## src/rtl/aes_round_seq.sv

```systemverilog
// AES round sequencer: steps the shared datapath through INV/STL/ADD/SUB/SHI/MIX/FIN
// for encrypt and decrypt at 128/192/256-bit keys, caching the decrypt key schedule.
module aes_round_seq #(
  parameter int CNT_W     = 4,
  parameter bit KEY_CACHE = 1'b1,
  parameter bit FIN_HOLD  = 1'b1
) (
  input  logic             clk,
  input  logic             res,
  input  logic             start,
  input  logic             mode,
  input  logic [1:0]       klen,
  input  logic             new_key,
  input  logic             abort,
  input  logic             ack,
  output logic [2:0]       cs,
  output logic [CNT_W-1:0] rnd,
  output logic [CNT_W-1:0] key_idx,
  output logic             busy,
  output logic             done,
  output logic             err,
  output logic             key_vld
);

  typedef enum logic [2:0] {
    S_RES = 3'b000,
    S_STL = 3'b001,
    S_ADD = 3'b010,
    S_SUB = 3'b011,
    S_SHI = 3'b100,
    S_MIX = 3'b101,
    S_INV = 3'b110,
    S_FIN = 3'b111
  } state_t;

  state_t           r_cs, w_cs_nxt;
  logic [CNT_W-1:0] r_rnd, w_rnd_nxt;
  logic [CNT_W-1:0] r_nr, w_nr_nxt;
  logic             r_mode, w_mode_nxt;
  logic [1:0]       r_klen, w_klen_nxt;
  logic [1:0]       r_kcache, w_kcache_nxt;
  logic             r_key_vld, w_key_vld_nxt;
  logic             r_err, w_err_nxt;
  logic             w_hit;
  logic [CNT_W-1:0] w_rnd_inc;

  function automatic logic [CNT_W-1:0] nr_of(input logic [1:0] k);
    logic [CNT_W-1:0] v;
    case (k)
      2'b00:   v = CNT_W'(4'd10);
      2'b01:   v = CNT_W'(4'd12);
      2'b10:   v = CNT_W'(4'd14);
      default: v = CNT_W'(4'd10);
    endcase
    return v;
  endfunction

  assign w_rnd_inc = r_rnd + CNT_W'(1'b1);

  // A cached schedule is reusable only for the same key length and an unchanged key.
  always_comb begin
    w_hit = r_key_vld & ~new_key & (klen == r_kcache) & KEY_CACHE;
  end

  // Next-state, counter and latch logic.
  always_comb begin
    w_cs_nxt      = r_cs;
    w_rnd_nxt     = r_rnd;
    w_nr_nxt      = r_nr;
    w_mode_nxt    = r_mode;
    w_klen_nxt    = r_klen;
    w_kcache_nxt  = r_kcache;
    w_key_vld_nxt = r_key_vld;
    w_err_nxt     = 1'b0;
    if (abort && (r_cs != S_RES) && (r_cs != S_FIN)) begin
      w_cs_nxt  = S_RES;
      w_rnd_nxt = CNT_W'(1'b0);
    end else begin
      case (r_cs)
        S_RES: begin
          w_rnd_nxt = CNT_W'(1'b0);
          if (start) begin
            if (klen == 2'b11) begin
              w_err_nxt = 1'b1;
            end else begin
              w_mode_nxt = mode;
              w_nr_nxt   = nr_of(klen);
              w_klen_nxt = klen;
              if (new_key) begin
                w_key_vld_nxt = 1'b0;
              end else begin
                w_key_vld_nxt = r_key_vld;
              end
              // Expansion invalidates the old schedule until it completes.
              if (mode && !w_hit) begin
                w_cs_nxt      = S_INV;
                w_key_vld_nxt = 1'b0;
              end else begin
                w_cs_nxt = S_STL;
              end
            end
          end else begin
            w_cs_nxt = S_RES;
          end
        end
        S_INV: begin
          if (r_rnd == (r_nr - CNT_W'(1'b1))) begin
            w_cs_nxt      = S_STL;
            w_rnd_nxt     = CNT_W'(1'b0);
            w_key_vld_nxt = 1'b1;
            w_kcache_nxt  = r_klen;
          end else begin
            w_rnd_nxt = w_rnd_inc;
          end
        end
        S_STL: begin
          w_cs_nxt  = S_ADD;
          w_rnd_nxt = CNT_W'(1'b0);
        end
        S_ADD: begin
          if (r_rnd == r_nr) begin
            w_cs_nxt = S_FIN;
          end else if (!r_mode) begin
            w_cs_nxt  = S_SUB;
            w_rnd_nxt = w_rnd_inc;
          end else if (r_rnd == CNT_W'(1'b0)) begin
            w_cs_nxt  = S_SHI;
            w_rnd_nxt = w_rnd_inc;
          end else begin
            w_cs_nxt = S_MIX;
          end
        end
        S_SUB: begin
          if (!r_mode) begin
            w_cs_nxt = S_SHI;
          end else begin
            w_cs_nxt = S_ADD;
          end
        end
        S_SHI: begin
          if (r_mode) begin
            w_cs_nxt = S_SUB;
          end else if (r_rnd == r_nr) begin
            w_cs_nxt = S_ADD;
          end else begin
            w_cs_nxt = S_MIX;
          end
        end
        S_MIX: begin
          if (r_mode) begin
            w_cs_nxt  = S_SHI;
            w_rnd_nxt = w_rnd_inc;
          end else begin
            w_cs_nxt = S_ADD;
          end
        end
        S_FIN: begin
          if (!FIN_HOLD || ack) begin
            w_cs_nxt  = S_RES;
            w_rnd_nxt = CNT_W'(1'b0);
          end else begin
            w_cs_nxt = S_FIN;
          end
        end
        default: begin
          w_cs_nxt  = S_RES;
          w_rnd_nxt = CNT_W'(1'b0);
        end
      endcase
    end
  end

  // State register with synchronous active-low reset.
  always_ff @(posedge clk) begin
    if (!res) begin
      r_cs      <= S_RES;
      r_rnd     <= CNT_W'(1'b0);
      r_nr      <= CNT_W'(4'd10);
      r_mode    <= 1'b0;
      r_klen    <= 2'b00;
      r_kcache  <= 2'b00;
      r_key_vld <= 1'b0;
      r_err     <= 1'b0;
    end else begin
      r_cs      <= w_cs_nxt;
      r_rnd     <= w_rnd_nxt;
      r_nr      <= w_nr_nxt;
      r_mode    <= w_mode_nxt;
      r_klen    <= w_klen_nxt;
      r_kcache  <= w_kcache_nxt;
      r_key_vld <= w_key_vld_nxt;
      r_err     <= w_err_nxt;
    end
  end

  assign cs      = r_cs;
  assign rnd     = r_rnd;
  assign key_idx = r_mode ? (r_nr - r_rnd) : r_rnd;
  assign busy    = (r_cs != S_RES) && (r_cs != S_FIN);
  assign done    = (r_cs == S_FIN);
  assign err     = r_err;
  assign key_vld = r_key_vld;

endmodule
```

## config.mk

```make
export PLATFORM = sky130hd
export DESIGN_NAME = aes_round_seq
export DESIGN_NICKNAME = d
export VERILOG_FILES = /design/src/rtl/aes_round_seq.sv
export SDC_FILE = /design/constraint.sdc
export NUM_CORES = 1
export LEC_CHECK = 0
export CAP_MARGIN = 20
export CORE_MARGIN = 2
export CORE_UTILIZATION = 55
export CTS_BUF_LIST = sky130_fd_sc_hd__clkbuf_4 sky130_fd_sc_hd__clkbuf_8
export CTS_CLUSTER_DIAMETER = 30
export DETAILED_ROUTE_END_ITERATION = 8
export GPL_ROUTABILITY_DRIVEN = 0
export GPL_TIMING_DRIVEN = 0
export PLACE_DENSITY = 0.86
export RECOVER_POWER = 100
export SYNTH_ARGS = -nofsm -noshare
export SYNTH_HDL_FRONTEND = slang
export SYNTH_SLANG_ARGS = --single-unit
```

## constraint.sdc

```tcl
create_clock -name clk -period 6.4 [get_ports clk]
set_clock_uncertainty 0.15 [all_clocks]
set_input_delay 1.28 -clock clk [delete_from_list [all_inputs] [get_ports clk]]
set_output_delay 1.28 -clock clk [all_outputs]
set_load 0.05 [all_outputs]
```

==> metrics.cfg, run 1 <==
[floorplan]
io_pins=24
core_area_mm2=0.002022
die_w_um=50.83
start_util_pct=59.65
die_area_mm2=0.002584
fp-row-count=16
die_h_um=50.83

[timing]
final-setup-viol-count=0
finalHoldViolCount=0
timing.fmax_mhz=240.8
period_minus_slack_ns=4.152
period_share_pct=64.88
rsz0062_at_grt=no
worst_pin_slew_ns=0.6127
slew_headroom_pct=59.15
maxSlewViolCount=0
tns_ns=0

[global_route]
busiest_layer=met2
first_global_vias=1078
grtUsageMet3_pct=5.263
grt_max_degree=11
use_met2_pct=38.82
grt_usage_pct=22.72
antenna_found_initial=0
met1_usage_pct=28.33
overflow=0
grt_pass1_wl_um=4540

[drt]
wl_um=2731
drt_iter0_drc=49
viasPerCell=5.718
drcViolationCount=0
dr.pass1.iters=4
drtAntennaViolNets=0
via_count=1155
routedWlPerCell_um=13.52

[worst_setup_path]
r2r-start=rnd[1]
r2r.worst_path.cells=8
required_ns=4.97
path_cells=inv_1 > ha_1 > a21oi_1 > nor2b_1 > o21ai_0 > xnor2_1 > dlygate4sd3_1
crit_arrival_ns=2.72
worst_setup_path_end_kind=output port
path_class=reg -> out
critPathMaxFanout=7
critPathMaxStageDelay_ns=0.89
rr_endpoint=rnd[3]
critical-path-slowest-cell=dlygate4sd3_1
ff2ff_setup_slack_ns=3.64
cp-start-kind=register

[job]
maxCapViolCount=0

[finish]
drive_gt1_share_pct=6.857
seq_area_um2=320.3
final_common_cell=dlygate4sd3_1
fin_cells=202
fillCellCount=165
fin_nets=196
final_cell_mix=18 x dlygate4sd3_1, 16 x nand2_1, 16 x dfxtp_1, 13 x inv_1
multiInputGateArea_um2=778.2
area_delta_synth_final_pct=22.82
diodes=0

[logic_synthesis]
syn_avg_cell_area_um2=8.095
synth-seq-cells=16
synthesis.area_mm2=0.001206
yosys_warnings=0
yosysSeqAreaShare_pct=26.56
syn_nets=168
synth_ff_type=dfxtp_1
ys_types=44
netlist_instances=149
ys_async_sr_fraction_pct=0
synth_edf_count=0

[placed_design]
dp_cells=199
dp_hpwl_um=2132
portBuffers=23

[power]
internal_power_uw=262.2
pwr-share-clk_pct=9.8
cellLeakagePower_uw=0.0006266
seqPwrFrac_pct=26.1
peakVddDrop_mv=0.2121
power.share.combinational_pct=64.1
switching_share_pct=51.54
p_sw_uw=278.8
power-per-cell-area_mw_per_mm2=365.2

[cts]
path_clk_slew_ns=0.09
cts-hold-fix-buffers=0
clockBufferDepth=2
cts-buffers-inserted=3
cts_tree=yes
cts_setup_buffers=0
clock_latency_ns=0.28
htree_levels=1
cts.sinks=16
cts-root-buf=clkbuf_4
ctsResizeCount=0

[worst_hold_path]
hp-class=reg -> reg
holdPathStages=2
hp-start=key_vld
hold_path_end=key_vld

[outcome]
outcome=complete, no violations

-- worst max-delay path by stage --
stage | end | depth (start not counted) | from
3_3_place_gp | key_idx[3] | 7 | rnd[1]
3_5_place_dp | key_idx[3] | 7 | rnd[1]
4_1_cts | key_idx[3] | 7 | rnd[1]
5_1_grt | key_idx[3] | 7 | rnd[1]
6_report | key_idx[3] | 7 | rnd[1]
2_1_floorplan | key_idx[3] | 6 | rnd[1]
-- sequential cells by signal (all words and copies together), names as in the netlist --
| name | cells |
|---|---|
| err | 1 |
| r_mode | 1 |
| rnd | 4 |
| r_kcache | 2 |
| cs | 3 |
| key_vld | 1 |
| r_nr | 2 |
| r_klen | 2 |
-- synth_stat cells (2+ instances only) --
| cell | n | area, um^2 |
|---|---|---|
| dfxtp_1 | 16 | 320.3 |
| nand2_1 | 16 | 60.06 |
| inv_1 | 13 | 48.80 |
| a21oi_1 | 10 | 50.05 |
| nor2_1 | 10 | 37.54 |
| ha_1 | 9 | 112.6 |
| nand3_1 | 8 | 40.04 |
| nor2b_1 | 8 | 50.05 |
| o21ai_0 | 6 | 30.03 |
| mux2i_1 | 4 | 40.04 |
| nand2b_1 | 4 | 25.02 |
| xor2_1 | 4 | 35.03 |
| a21boi_0 | 3 | 22.52 |
| buf_2 | 3 | 15.01 |
| a31oi_1 | 2 | 12.51 |
| buf_4 | 2 | 15.01 |
| clkbuf_1 | 2 | 7.510 |
| or4b_1 | 2 | 20.02 |
| xnor2_1 | 2 | 17.52 |
-- metal layers --
metal,up-vias,part of all wire [%]
li1,576,-
met1,534,42
met2,39,50
met3,6,6.2
met4,0,1.3
met5,-,0
-- worst max-delay path: cells and delay by family, from the launching register on --
| kind | cells | cell delay [ns] |
|---|---|---|
| xor gates and xnor gates | 1 | 0.14 |
| buffers and inverters | 2 | 0.99 |
| adders and majority gates | 1 | 0.34 |
| DFF | 1 | 0.49 |
| AOI/OAI and AO/OA | 2 | 0.41 |
| and+or+nand+nor | 1 | 0.06 |
-- power by group through the flow --
| stage | registers (uW) | clock network (uW) | logic (uW) |
|---|---|---|---|
| after floorplan | 177 | 0 | 224 |
| after global placement | 142 | 0 | 344 |
| after detailed placement | 144 | 0 | 356 |
| after CTS | 141 | 55.5 | 357 |
| after global routing | 144 | 58.0 | 375 |
| final | 141 | 53.1 | 347 |
-- stage by stage --
stage	hold slack [ns]	instance area (um^2)	total power (uW)	utilization (%)	setup WS (ns)
CTS	0.3470	1493	553.7	73.82	2.279
global placement	0.3182	1470	485.6	72.71	2.714
finish	0.3382	1481	541.0	73.27	2.248
detailed placement	0.3339	1470	500.4	72.71	2.622
floorplan	0.3319	1206	401.0	-	2.681
global route	0.3873	1481	577.0	73.27	2.103
-- kinds of logic after synthesis --
| kind of cell | synth area share [%] |
|---|---|
| AOI/OAI and AO/OA | 20.33 |
| xor gates and xnor gates | 4.357 |
| adders and majority gates | 11.00 |
| buffers and inverters | 8.091 |
| DFF | 26.56 |
| muxes | 3.320 |
| and+or+nand+nor | 26.35 |
-- area by class of cell --
cell class / instances / area share (%)
buffer: 8 / 3.209
clock buffer: 3 / 1.520
inverter: 13 / 3.294
multi-input combinational: 112 / 52.53
sequential: 16 / 21.62
tap: 27 / 2.280
timing repair buffer: 23 / 15.54
Power figures use the tool's default switching activity.
==> inputs of run 2 (changes only) <==
--- a/config.mk
+++ b/config.mk
@@ -7,13 +7,13 @@
 export LEC_CHECK = 0
 export CAP_MARGIN = 20
 export CORE_MARGIN = 2
-export CORE_UTILIZATION = 55
+export CORE_UTILIZATION = 48
 export CTS_BUF_LIST = sky130_fd_sc_hd__clkbuf_4 sky130_fd_sc_hd__clkbuf_8
 export CTS_CLUSTER_DIAMETER = 30
 export DETAILED_ROUTE_END_ITERATION = 8
 export GPL_ROUTABILITY_DRIVEN = 0
 export GPL_TIMING_DRIVEN = 0
-export PLACE_DENSITY = 0.86
+export PLACE_DENSITY = 0.8
 export RECOVER_POWER = 100
 export SYNTH_ARGS = -nofsm -noshare
 export SYNTH_HDL_FRONTEND = slang
==> constraint.sdc (replaced) <==
create_clock -name clk -period 3.5 [get_ports clk]
set_clock_uncertainty 0.15 [all_clocks]
set_input_delay 0.7 -clock clk [delete_from_list [all_inputs] [get_ports clk]]
set_output_delay 0.7 -clock clk [all_outputs]
set_load 0.05 [all_outputs]
==> metrics.cfg, run 2 (synthesis gave the netlist of run 1 again) <==
[finish]
final_cell_mix=16 x nand2_1, 16 x dfxtp_1, 14 x dlygate4sd3_1, 13 x inv_1
largest_reg_flops=4  ; unchanged
fin_nets=196  ; unchanged
diodes=0  ; unchanged
fillCellCount=230  ; +39%
area_delta_synth_final_pct=24.17
fin_cells=206  ; +2.0%
drive_gt1_share_pct=7.386  ; +0.53 points

[placed_design]
dp_cells=202  ; +1.5%
portBuffers=23  ; unchanged
dp_slack_ns=0.3164  ; -2.306 ns
dp_hpwl_um=2126  ; -0.27%

[drt]
wl_um=2727  ; -0.15%
viasPerCell=5.553  ; -2.9%
via_count=1144  ; -0.95%
drcViolationCount=0  ; unchanged
dr.pass1.iters=4  ; unchanged
routedWlPerCell_um=13.24  ; -2.1%
drt_iter0_drc=33  ; -33%
drtAntennaViolNets=0  ; unchanged

[floorplan]
core_area_mm2=0.002432  ; +20%
fp-row-count=18  ; +2
start_util_pct=49.59  ; -10 points
die_area_mm2=0.002930  ; +13%
die_h_um=54.13  ; +6.5%
die_w_um=54.13  ; +6.5%
io_pins=24  ; unchanged

[timing]
whs_ns=0.3416  ; +0.003442 ns
maxSlewViolCount=0  ; unchanged
finalHoldViolCount=0  ; unchanged
tns_ns=0  ; unchanged
period_minus_slack_ns=3.301
timing.fmax_mhz=302.9
slew_headroom_pct=59.18  ; about the same
period_share_pct=94.31
rsz0062_at_grt=no
final-setup-viol-count=0  ; unchanged
worst_slack_ns=0.1990  ; -2.049 ns
worst_pin_slew_ns=0.6038  ; -0.008938 ns

[power]
cellLeakagePower_uw=0.0006311  ; +0.73%
seqPwrFrac_pct=25.2  ; -0.9 points
peakVddDrop_mv=0.4484  ; +110%
p_sw_uw=509.2  ; +83%
pwr-share-clk_pct=12.3  ; +2.5 points
power.total_uw=1011  ; +87%
internal_power_uw=502.1  ; +92%
power-per-cell-area_mw_per_mm2=675.3  ; +85%
power.share.combinational_pct=62.5  ; -1.6 points
switching_share_pct=50.35  ; -1.2 points

[worst_setup_path]
crit_path_start=rnd[2]
cp-start-kind=register
path_class=reg -> out
crit_arrival_ns=2.45  ; -0.27 ns
ff2ff_setup_slack_ns=0.79  ; -2.85 ns
path_cells=inv_1 > ha_1 > xnor2_1 > nand2_1 > o21ai_0 > clkdlybuf4s50_1
rr_endpoint=rnd[3]
worst_setup_path_end_kind=output port
r2r-start=rnd[1]
critPathMaxFanout=8  ; +1
r2r.worst_path.cells=8  ; unchanged
critPathMaxStageDelay_ns=0.83  ; -0.06 ns
required_ns=2.65  ; -2.32 ns
critical-path-slowest-cell=clkdlybuf4s50_1

[global_route]
grt_max_degree=11  ; unchanged
overflow=0  ; unchanged
antenna_found_initial=0  ; unchanged
grt_pass1_wl_um=4395  ; -3.2%
grt_usage_pct=20.42  ; -2.3 points
first_global_vias=1047  ; -2.9%

[cts]
cts_tree=yes
cts.sinks=16  ; unchanged
cts-root-buf=clkbuf_4
clock_latency_ns=0.29  ; about the same
cts-hold-fix-buffers=0  ; unchanged
path_clk_slew_ns=0.10  ; about the same
cts-buffers-inserted=3  ; unchanged
htree_levels=1  ; unchanged
clockBufferDepth=2  ; unchanged

[job]
maxCapViolCount=0  ; unchanged

[worst_hold_path]
holdPathStages=2  ; unchanged
hp-start=key_vld
hold_path_end=key_vld
hp-class=reg -> reg

[outcome]
outcome=complete, no violations

run 2: what timing repair did:
action	in CTS	in global routing
endpoints found under the setup margin	1	0
buffers inserted	0	0
gates resized for setup	1	0
run 2: how the worst max path moves through the flow:
stage / end / depth (start not counted) / slack [ns]
4_1_cts: key_idx[2] / 6 / 0.16
6_report: key_idx[2] / 6 / 0.20
3_5_place_dp: key_idx[3] / 7 / 0.32
3_3_place_gp: key_idx[3] / 6 / 0.36
2_1_floorplan: key_idx[3] / 6 / 0.36
5_1_grt: key_idx[2] / 6 / 0.05
run 2: layout make-up:
| class | instances | area, um^2 | share of cell area (%) |
|---|---|---|---|
| tap | 30 | 37.54 | 2.506 |
| clock buffer | 4 | 36.28 | 2.423 |
| inverter | 13 | 48.80 | 3.258 |
| timing repair buffer | 23 | 229.0 | 15.29 |
| buffer | 8 | 47.55 | 3.175 |
| sequential | 16 | 320.3 | 21.39 |
| multi-input combinational | 112 | 778.2 | 51.96 |
run 2: power by group through the flow:
stage | registers, uW | logic [uW] | clock network (uW)
finish | 255 | 632 | 124
global route | 260 | 689 | 135
CTS | 256 | 650 | 130
detailed placement | 261 | 651 | 0
global placement | 259 | 627 | 0
floorplan | 324 | 409 | 0
run 2: stage by stage:
step | util, % | cell area, um^2
global route | 61.57 | 1498
CTS | 62.04 | 1509
finish | 61.57 | 1498
global placement | 60.60 | 1474
floorplan | - | 1206
detailed placement | 60.60 | 1474
run 2: per-layer routing:
layer,vias up,GRT usage [%],share of wire [%]
met3,4,3.333,3.6
met5,-,0,0
met2,31,35.54,50
li1,575,-,-
met4,0,6.250,1.5
met1,534,25.46,45
run 2: critical path, delay by kind of cell, from the launching register on:
family,cells,cell delay (ns)
and+or+nand+nor,1,0.07
buffers and inverters,2,0.93
AOI/OAI and AO/OA,1,0.10
DFF,1,0.54
xor gates and xnor gates,1,0.15
adders and majority gates,1,0.37
==> inputs of run 3 (changes only) <==
--- a/config.mk
+++ b/config.mk
@@ -15,6 +15,7 @@
 export GPL_TIMING_DRIVEN = 0
 export PLACE_DENSITY = 0.8
 export RECOVER_POWER = 100
+export SLEW_MARGIN = 20
 export SYNTH_ARGS = -nofsm -noshare
 export SYNTH_HDL_FRONTEND = slang
 export SYNTH_SLANG_ARGS = --single-unit
==> results of run 3 <==
Same layout as run 2: the final DEF is identical, and so are final timing and power.
